==> src/rtl/mlp_host_pkg.sv <==
// Shared types and load-map helpers for the MLP host controller.
// Region bases follow the load order: weights1, biases1, weights2, biases2, data_in.
package mlp_host_pkg;

  localparam int WORD_W = 32;

  typedef enum logic [1:0] {
    LOAD   = 2'd0,
    RUN    = 2'd1,
    UNLOAD = 2'd2
  } state_t;

  typedef enum logic [2:0] {
    RGN_W1  = 3'd0,
    RGN_B1  = 3'd1,
    RGN_W2  = 3'd2,
    RGN_B2  = 3'd3,
    RGN_DIN = 3'd4
  } region_t;

  function automatic int n_load(int i, int h, int o, int c);
    return i*h + c*h + h*o + c*o + c*i;
  endfunction

  function automatic int base_b1(int i, int h, int o, int c);
    return i*h;
  endfunction

  function automatic int base_w2(int i, int h, int o, int c);
    return i*h + c*h;
  endfunction

  function automatic int base_b2(int i, int h, int o, int c);
    return i*h + c*h + h*o;
  endfunction

  function automatic int base_din(int i, int h, int o, int c);
    return i*h + c*h + h*o + c*o;
  endfunction

  // Index width that stays at least one bit even for a single-entry range.
  function automatic int idx_w(int n);
    return (n > 1) ? $clog2(n) : 1;
  endfunction

endpackage

==> src/rtl/mlp_load_decoder.sv <==
// Maps a flat load index onto the target array and the element offset within it.
module mlp_load_decoder
  import mlp_host_pkg::*;
#(
  parameter int INPUT_SIZE  = 4,
  parameter int HIDDEN_SIZE = 4,
  parameter int OUTPUT_SIZE = 1,
  parameter int COUNT       = 1,
  parameter int IW          = idx_w(n_load(INPUT_SIZE, HIDDEN_SIZE, OUTPUT_SIZE, COUNT))
) (
  input  logic [IW-1:0] load_idx,
  output region_t       region,
  output logic [IW-1:0] offset
);

  localparam int B_B1  = base_b1(INPUT_SIZE, HIDDEN_SIZE, OUTPUT_SIZE, COUNT);
  localparam int B_W2  = base_w2(INPUT_SIZE, HIDDEN_SIZE, OUTPUT_SIZE, COUNT);
  localparam int B_B2  = base_b2(INPUT_SIZE, HIDDEN_SIZE, OUTPUT_SIZE, COUNT);
  localparam int B_DIN = base_din(INPUT_SIZE, HIDDEN_SIZE, OUTPUT_SIZE, COUNT);

  always_comb begin
    region = RGN_W1;
    offset = load_idx;
    if (load_idx >= IW'(B_DIN)) begin
      region = RGN_DIN;
      offset = load_idx - IW'(B_DIN);
    end else if (load_idx >= IW'(B_B2)) begin
      region = RGN_B2;
      offset = load_idx - IW'(B_B2);
    end else if (load_idx >= IW'(B_W2)) begin
      region = RGN_W2;
      offset = load_idx - IW'(B_W2);
    end else if (load_idx >= IW'(B_B1)) begin
      region = RGN_B1;
      offset = load_idx - IW'(B_B1);
    end
  end

endmodule

==> src/rtl/mlp_host_ctrl.sv <==
// Host-side initiator: loads MLP arrays from a word stream, runs the core with a
// done timeout, and streams captured results back out.
module mlp_host_ctrl
  import mlp_host_pkg::*;
#(
  parameter int INPUT_SIZE  = 4,
  parameter int HIDDEN_SIZE = 4,
  parameter int OUTPUT_SIZE = 1,
  parameter int COUNT       = 1,
  parameter int TIMEOUT     = 1024
) (
  input  logic                                    clk,
  input  logic                                    rst,
  input  logic                                    s_valid,
  output logic                                    s_ready,
  input  logic [WORD_W-1:0]                       s_data,
  output logic                                    m_valid,
  input  logic                                    m_ready,
  output logic [WORD_W-1:0]                       m_data,
  output logic                                    busy,
  output logic                                    timeout_err,
  output logic                                    mlp_enable,
  input  logic                                    mlp_done,
  output logic                                    mlp_clear,
  output logic [INPUT_SIZE*HIDDEN_SIZE*WORD_W-1:0]  mlp_weights1,
  output logic [COUNT*HIDDEN_SIZE*WORD_W-1:0]       mlp_biases1,
  output logic [HIDDEN_SIZE*OUTPUT_SIZE*WORD_W-1:0] mlp_weights2,
  output logic [COUNT*OUTPUT_SIZE*WORD_W-1:0]       mlp_biases2,
  output logic [COUNT*INPUT_SIZE*WORD_W-1:0]        mlp_data_in,
  input  logic [COUNT*OUTPUT_SIZE*WORD_W-1:0]       mlp_data_out
);

  localparam int N_LOAD = n_load(INPUT_SIZE, HIDDEN_SIZE, OUTPUT_SIZE, COUNT);
  localparam int N_OUT  = COUNT * OUTPUT_SIZE;
  localparam int IW     = idx_w(N_LOAD);
  localparam int OW     = idx_w(N_OUT);
  localparam int TW     = idx_w(TIMEOUT);

  // Handshakes: a word moves on s_valid&&s_ready (s_*) or m_valid&&m_ready (m_*);
  // the sender holds valid and data stable until the word is taken.
  state_t          state, state_next;
  logic [IW-1:0]   load_idx;
  logic [OW-1:0]   out_idx;
  logic [TW-1:0]   timer;
  logic [N_OUT*WORD_W-1:0] result_q;
  region_t         region;
  logic [IW-1:0]   offset;
  logic            s_fire, m_fire, load_last, out_last, timer_hit, capture, abort;

  mlp_load_decoder #(
    .INPUT_SIZE (INPUT_SIZE),
    .HIDDEN_SIZE(HIDDEN_SIZE),
    .OUTPUT_SIZE(OUTPUT_SIZE),
    .COUNT      (COUNT),
    .IW         (IW)
  ) u_decoder (
    .load_idx(load_idx),
    .region  (region),
    .offset  (offset)
  );

  always_ff @(posedge clk) begin
    if (rst) state <= LOAD;
    else     state <= state_next;
  end

  always_comb begin
    state_next = state;
    s_ready    = (state == LOAD) && !rst;
    m_valid    = (state == UNLOAD);
    busy       = (state != LOAD);
    s_fire     = s_valid && s_ready;
    m_fire     = m_valid && m_ready;
    load_last  = (load_idx == IW'(N_LOAD - 1));
    out_last   = (out_idx == OW'(N_OUT - 1));
    timer_hit  = (timer == TW'(TIMEOUT - 1));
    capture    = 1'b0;
    abort      = 1'b0;
    case (state)
      LOAD:   if (s_fire && load_last) state_next = RUN;
      RUN: begin
        // done takes priority over a timeout landing in the same cycle
        if (mlp_done) begin
          capture    = 1'b1;
          state_next = UNLOAD;
        end else if (timer_hit) begin
          abort      = 1'b1;
          state_next = LOAD;
        end
      end
      UNLOAD: if (m_fire && out_last) state_next = LOAD;
      default: state_next = LOAD;
    endcase
  end

  always_ff @(posedge clk) begin
    if (rst) begin
      load_idx    <= '0;
      out_idx     <= '0;
      timer       <= '0;
      mlp_enable  <= 1'b0;
      mlp_clear   <= 1'b0;
      timeout_err <= 1'b0;
    end else begin
      // One pulse on leaving RUN clears a sticky done before the next batch.
      mlp_clear <= capture || abort;
      timer     <= (state == RUN) ? timer + TW'(1) : '0;
      if (s_fire) load_idx <= load_last ? '0 : load_idx + IW'(1);
      if (m_fire) out_idx  <= out_last  ? '0 : out_idx + OW'(1);
      if (s_fire && load_last) mlp_enable <= 1'b1;
      if (capture || abort)    mlp_enable <= 1'b0;
      if (abort)               timeout_err <= 1'b1;
    end
  end

  always_ff @(posedge clk) begin
    if (rst) begin
      mlp_weights1 <= '0;
      mlp_biases1  <= '0;
      mlp_weights2 <= '0;
      mlp_biases2  <= '0;
      mlp_data_in  <= '0;
      result_q     <= '0;
    end else begin
      if (s_fire) begin
        case (region)
          RGN_W1:  mlp_weights1[int'(offset)*WORD_W +: WORD_W] <= s_data;
          RGN_B1:  mlp_biases1[int'(offset)*WORD_W +: WORD_W]  <= s_data;
          RGN_W2:  mlp_weights2[int'(offset)*WORD_W +: WORD_W] <= s_data;
          RGN_B2:  mlp_biases2[int'(offset)*WORD_W +: WORD_W]  <= s_data;
          RGN_DIN: mlp_data_in[int'(offset)*WORD_W +: WORD_W]  <= s_data;
          default: ;
        endcase
      end
      if (capture) result_q <= mlp_data_out;
    end
  end

  assign m_data = result_q[int'(out_idx)*WORD_W +: WORD_W];

endmodule
==> config.mk <==
export PLATFORM = sky130hd
export DESIGN_NAME = mlp_host_ctrl
export DESIGN_NICKNAME = d
export VERILOG_FILES = /design/src/rtl/mlp_host_pkg.sv /design/src/rtl/mlp_load_decoder.sv /design/src/rtl/mlp_host_ctrl.sv
export SDC_FILE = /design/constraint.sdc
export NUM_CORES = 2
export LEC_CHECK = 0
export ABC_AREA = 1
export BUFFER_PORTS_ARGS = -buffer_cell sky130_fd_sc_hd__buf_4
export CAP_MARGIN = 20
export CORE_AREA = 2 2 407 409
export CTS_CLUSTER_DIAMETER = 30
export DETAILED_ROUTE_END_ITERATION = 10
export DIE_AREA = 0 0 409 411
export PLACE_DENSITY_LB_ADDON = 0.1
export SETUP_SLACK_MARGIN = 0.05
export SKIP_CTS_REPAIR_TIMING = 1
export SYNTH_ARGS = -nofsm -noshare
export SYNTH_HDL_FRONTEND = slang
export SYNTH_SLANG_ARGS = --single-unit
==> constraint.sdc <==
create_clock -name clk -period 4.1 [get_ports clk]
set_input_delay 0.205 -clock clk [delete_from_list [all_inputs] [get_ports clk]]
set_output_delay 0.205 -clock clk [all_outputs]
set_load 0.05 [all_outputs]
== After elaboration in Yosys (flattened, before gate mapping) ==
Cells that the tools add are included.
Widths: inputs -> output; s select.

* Register bits: 981
* Output and inout port bits: 966
* Input port bits: 69

* Add/subtract/negate cells: 8
* Equal/unequal tests: 11
* Reduce and logical (&&, ||, !) cells: 18
* Bitwise operators: 2
* Mux-type cells: 25
* Shifts and indexed selects: 7
* $lt $le $gt $ge: 4

{| class="wikitable"
|+ Operators by type and width
! kind !! number
|-
| $bwmux 512 || 1
|-
| $shift 32x33->512 const A || 1
|-
| $shiftx 32x33->512 || 1
|-
| $bwmux 128 || 3
|-
| $shift 32x33->128 const A || 1
|-
| $shiftx 32x33->128 || 1
|-
| $neg 10->33 || 1
|-
| $shift 32x33->32 const A || 1
|-
| $shiftx 32x33->32 || 1
|-
| $bwmux 32 || 1
|-
| $shiftx 32x7->32 || 1
|-
| $mux 5 || 5
|-
| $ge 5x5->1 const B || 4
|-
| $sub 5x5->5 const B || 4
|-
| $add 10x1->10 const B || 1
|-
| $eq 10x10->1 const B || 1
|-
| $reduce_and 2->1 || 5
|-
| $mux 3 || 3
|-
| $mux 2 || 4
|-
| $mux 1 || 7
|-
| $eq 3x2->1 const B || 2
|-
| $pmux 2 s3 || 1
|-
| $add 5x1->5 const B || 1
|-
| $eq 5x5->1 const B || 1
|-
| 16 further kinds || 23
|}

== Longest topological paths before layout ==
* Depth in word-level cells: 8
* Depth in mapped cells: 29
* Gate-level depth less buffers: 24

== Hierarchy ==
Synthesis repeated with hierarchy kept, for this count alone.

* Cells, all modules: 5465
* Area total of the unflattened synthesis: 38603.3 um^2

{| class="wikitable"
|+ By module, submodules not included
! module !! sequential area each (um^2) !! cells each !! times used !! area each (um^2)
|-
| mlp_host_ctrl || 19618.8 || 5393 || 1 || 38179.1
|-
| mlp_load_decoder || 0.0 || 72 || 1 || 424.2
|}

== Least setup slack after synthesis ==
OpenSTA, ideal clock, no wires.

* Kind: reg-to-reg
* Start: register load_idx[2]
* End: register mlp_biases1[20]
* Required time: 3987 ps
* Setup time: 113 ps
* Slack: -192 ps
* Cell stages (with the launch flop): 28
* Data arrival time: 4179 ps
* Path through: dfxtp_1 -> buf_6 -> inv_1 -> ha_1 -> nand3_1 -> nand3_4 -> inv_2 -> nand2_1 -> nand2_2 -> buf_2 -> clkbuf_1 -> clkbuf_1 -> ha_1 -> inv_1 -> nor2_1 -> nand3_1 -> inv_1 -> ha_1 -> clkbuf_1 -> nand3_1 -> nand2_1 -> inv_1 -> nor2_2 -> buf_4 -> nand3_4 -> buf_2 -> nor2_1 -> nor2_1

* Word-level cells in the longest chain between the ends: 8

{| class="wikitable"
|+ RTL lines
! element !! RTL line !! RTL
|-
| from (decl) || mlp_host_ctrl.sv:42 || <nowiki>logic [IW-1:0] load_idx;</nowiki>
|-
| from (signal assigned) || mlp_host_ctrl.sv:108 || <nowiki>if (s_fire) load_idx <= load_last ? '0 : load_idx + IW'(1);</nowiki>
|-
| $sub 5x5->5 / $ge 5x5->1 (equally long branches) || mlp_load_decoder.sv:35, mlp_load_decoder.sv:33 ||
|-
| $mux 5 || mlp_load_decoder.sv:33 || <nowiki>end else if (load_idx >= IW'(B_B1)) begin</nowiki>
|-
| $mux 5 || mlp_load_decoder.sv:30 || <nowiki>end else if (load_idx >= IW'(B_W2)) begin</nowiki>
|-
| $mux 5 || mlp_load_decoder.sv:27 || <nowiki>end else if (load_idx >= IW'(B_B2)) begin</nowiki>
|-
| $mux 5 || mlp_load_decoder.sv:24 || <nowiki>if (load_idx >= IW'(B_DIN)) begin</nowiki>
|-
| $neg 10->33 || mlp_host_ctrl.sv:128 || <nowiki>RGN_B1: mlp_biases1[int'(offset)*WORD_W +: WORD_W] <= s_data;</nowiki>
|-
| $shiftx 32x33->128 / $shift 32x33->128 (equally long branches) || mlp_host_ctrl.sv:128 ||
|-
| $bwmux 128 || mlp_host_ctrl.sv:128 ||
|-
| to (signal, indexed assignment) || mlp_host_ctrl.sv:128 ||
|-
| to (decl) || mlp_host_ctrl.sv:26 || <nowiki>output logic [COUNT*HIDDEN_SIZE*WORD_W-1:0] mlp_biases1,</nowiki>
|}

Several ways; a longest one is shown, not always the timed one.
A chain may end at the register's enable or synchronous reset.

== Worst setup path in the final report ==
* Start: register load_idx[3]
* End: register mlp_data_in[91]

* Word-level cells in the longest chain between the ends: 8

{| class="wikitable"
|+ RTL lines
! element !! RTL line !! RTL
|-
| $sub 5x5->5 / $ge 5x5->1 (equally long branches) || mlp_load_decoder.sv:35, mlp_load_decoder.sv:33 ||
|-
| $mux 5 || mlp_load_decoder.sv:33 ||
|-
| $mux 5 || mlp_load_decoder.sv:30 ||
|-
| $mux 5 || mlp_load_decoder.sv:27 ||
|-
| $mux 5 || mlp_load_decoder.sv:24 ||
|-
| $neg 10->33 || mlp_host_ctrl.sv:131 || <nowiki>RGN_DIN: mlp_data_in[int'(offset)*WORD_W +: WORD_W] <= s_data;</nowiki>
|-
| $shiftx 32x33->128 / $shift 32x33->128 (equally long branches) || mlp_host_ctrl.sv:131 ||
|-
| $bwmux 128 || mlp_host_ctrl.sv:131 ||
|-
| to (signal, indexed assignment) || mlp_host_ctrl.sv:131 ||
|-
| to (decl) || mlp_host_ctrl.sv:29 || <nowiki>output logic [COUNT*INPUT_SIZE*WORD_W-1:0] mlp_data_in,</nowiki>
|}

Several ways; a longest one is shown, not always the timed one.

==> results.cfg <==
[outcome]
status = finished with violations
violations = hold timing

[grt]
grt_use_total_pct = 24.5
grt_pass1_vias = 38942
grt_pass1_wl_um = 298000
grt_max_degree = 172
antenna_found_initial = 11
grt_overflow = 0

[route]
viasPerCell = 4.41
vias = 41270
drt-initial-drc-count = 2834
antenna_left = 0
drt_wl_total_um = 216000
drc = 0
drt-wirelength-per-cell_um = 23.1
dr.pass1.iters = 5

[run]
maxCapViolations = 0

[place]
dp_hpwl_um = 152000
gp_congestion = 0.838
place_area_um2 = 51000
dp_slack_ps = 146
port_buffers = 1034

[clock_network]
cts_tree = done
cts.clk_slew.worst_paths_ps = 50
cts_root_buffer = clkbuf_16
cts_max_level = 5
cts_inserted_buffers = 318
cts_buffer_depth = 4
clock_latency_ps = 910
clock-sinks = 980

[die]
coreArea_um2 = 164000
pin_count = 1035
start_util_pct = 24.4
die_w_um = 409
dieArea_um2 = 168000
rows = 149
die_h_um = 411

[timing]
finalSetupViolCount = 0
fin_crit_ps = 3740
fin_tns_setup_ps = 0
slew_viol_final = 0
slew_headroom_pct = 32.7
post-route-period-util_pct = 91.2
max_clock_freq_ghz = 0.267
skew_ps = 49.4
hold_viol_final = 2
rsz0062_at_grt = true
fin_hold_ws_ps = -8.59
finalWorstSetupSlack_ps = 361
tightest_slew_ps = 1010

[pwr]
seqPwrFrac_pct = 28.0
powerDensity_nw_per_um2 = 551
p_sw_share_pct = 23.0
power_frac_comb_pct = 4.7
clock_power_share_pct = 67.3
power_leakage_nw = 29.6
p_int_mw = 26.4
p_switching_mw = 7.90
ir_drop_mv = 0.428

[logic_synthesis]
yosysWarnings = 0
yosys_register_bits = 980
postSynthCellCount = 5675
yosysSeqAreaShare_pct = 49.1
synth_edf_count = 0
synth_flop_cell = dfxtp_1
synth_top_cell_by_area = dfxtp_1
synth.net_count = 5759
syn_area_um2 = 40000
ys_types = 40
synth.top_cells.by_area = dfxtp_1, nor2_1, nand2_1
synthArstFlopShare_pct = 0
synth_top_area_share_pct = 49.1
syn_area_per_cell_um2 = 7.04

[worst_setup_path]
endpoint_kind = flop
slowest_stage = dfxtp_2
crit_buf_inv = 6
max_stage_delay_ps = 380
critical_path_required_ps = 4790
startpoint_type = flop
path_cells = ha_1 -> inv_1 -> nor2_1 -> nand2_1 -> nand3_4 -> inv_2 -> nand2_1 -> nand2_4 -> ha_2 -> inv_1 -> nor2_1 -> nand3_1 -> inv_1 -> ha_4 -> inv_1 -> nand2_1 -> nor2_4 -> nand2_2 -> nor2_4 -> nand3_1 -> buf_12 -> nand2_1 -> a21oi_1
arrival_ps = 4430
critPathKind = flop to flop
cp_top_family = simple AND/OR/NAND/NOR gates
critPathMaxFanout = 32

[cells_and_area]
mostFrequentLayoutCells = buf_4, nor2_1, dfxtp_1, nand2_1, inv_1
syn_to_final_growth_pct = 55.8
fin_nets = 7022
postLayoutCellArea_um2 = 62300
drive_gt1_share_pct = 25.5
final_common_cell = buf_4

[min_path]
min_path_type = input pin to flop
routing by layer:
metal | up-vias | share of wire, % | track usage (%)
met3 | 308 | 7.1 | 7.28
met1 | 19248 | 43 | 30.5
li1 | 20281 | - | -
met2 | 1433 | 47 | 39.7
met4 | 0 | 3.4 | 9.15
met5 | - | 0 | 0
cell families (layout without fill, tap and decap cells):
| kind of cell | after synthesis | count (layout) | share of synthesized area, % |
|---|---|---|---|
| simple gates | 2533 | 2536 | 26.1 |
| buf+inv | 1186 | 2663 | 11.5 |
| flops | 980 | 980 | 49.1 |
| compound gates | 957 | 957 | 12.8 |
| fa+ha+maj | 15 | 15 | 0.469 |
| xor+xnor | 4 | 4 | 0.0877 |
| other cells | 0 | 4 | 0 |
state kept, by name, indices dropped and copies added (netlist names), 2 cells and up:
register / flops
mlp_weights1: 512
mlp_biases1: 128
mlp_data_in: 128
mlp_weights2: 128
mlp_biases2: 32
result_q: 32
timer: 10
load_idx: 5
state: 2
worst register-to-register path, stage by stage (launching register included):
cell,delay (ps)
dfxtp_2,380
ha_1,190
inv_1,70
nor2_1,120
nand2_1,100
nand3_4,130
inv_2,90
nand2_1,130
nand2_4,90
ha_2,190
inv_1,60
nor2_1,60
nand3_1,120
inv_1,90
ha_4,180
inv_1,170
nand2_1,150
nor2_4,200
nand2_2,200
nor2_4,290
nand3_1,170
buf_12,240
nand2_1,80
a21oi_1,70
synth_stat cells, types with 2 or more instances:
cell type  count
nor3b_1        3
a21oi_2        2
buf_1         33
nand3_4        3
xor2_1         3
ha_1          15
o21ai_1       13
buf_4          6
clkbuf_1     272
nor4_1        17
nand2_2        2
nor3_2        18
nand4_1      119
dfxtp_1      980
clkinv_1       2
buf_6          5
nand3_1      147
nor3_1        55
o21ai_0      357
nor2_2         9
a21oi_1      461
nor2_4         4
nand4_2        5
a211oi_1      13
o21a_1       107
nor2_1      1163
nand2_1      978
inv_2         13
inv_1        794
nand3_2        6
buf_2         61
power by group through the flow:
stage	sequential [mW]	combinational (mW)	clock (mW)
after floorplan	9.80	0.718	0
after detailed placement	9.76	1.60	0
final	9.60	1.63	23.1
after global placement	9.76	1.60	0
after CTS	9.60	1.60	23.4
after global routing	9.59	1.75	24.0
stage by stage:
| step | hold WS, ps | utilization, % | power [mW] | std cells |
|---|---|---|---|---|
| CTS | -488 | 37.4 | 34.6 | 9248 |
| finish | -8.59 | 38.0 | 34.3 | 9348 |
| detailed placement | 435 | 31.1 | 11.4 | 8711 |
| global placement | 432 | 31.1 | 11.4 | 8704 |
| global route | 4.87 | 38.0 | 35.3 | 9348 |
| floorplan | 371 | - | 10.5 | 5675 |
cell type report:
class | instances | area, um2
Fill cell | 17153 | 102000
Sequential cell | 980 | 19600
Multi-Input combinational cell | 3512 | 16100
Timing Repair Buffer | 1317 | 10600
Clock buffer | 457 | 9350
Inverter | 809 | 3050
Tap cell | 2189 | 2740
Clock inverter | 80 | 858
Antenna cell | 4 | 10.0
final timing paths:
path                                  start              end  slack [ps]  depth (start not counted)
worst max-delay path            load_idx[3]  mlp_data_in[91]         360                         23
worst max register to register  load_idx[3]  mlp_data_in[91]         360                         23
worst min-delay path                    rst      result_q[9]          -9                          3
worst min register to register     timer[0]         timer[0]         440                          1
No activity file was read; power rests on OpenSTA's default activity.
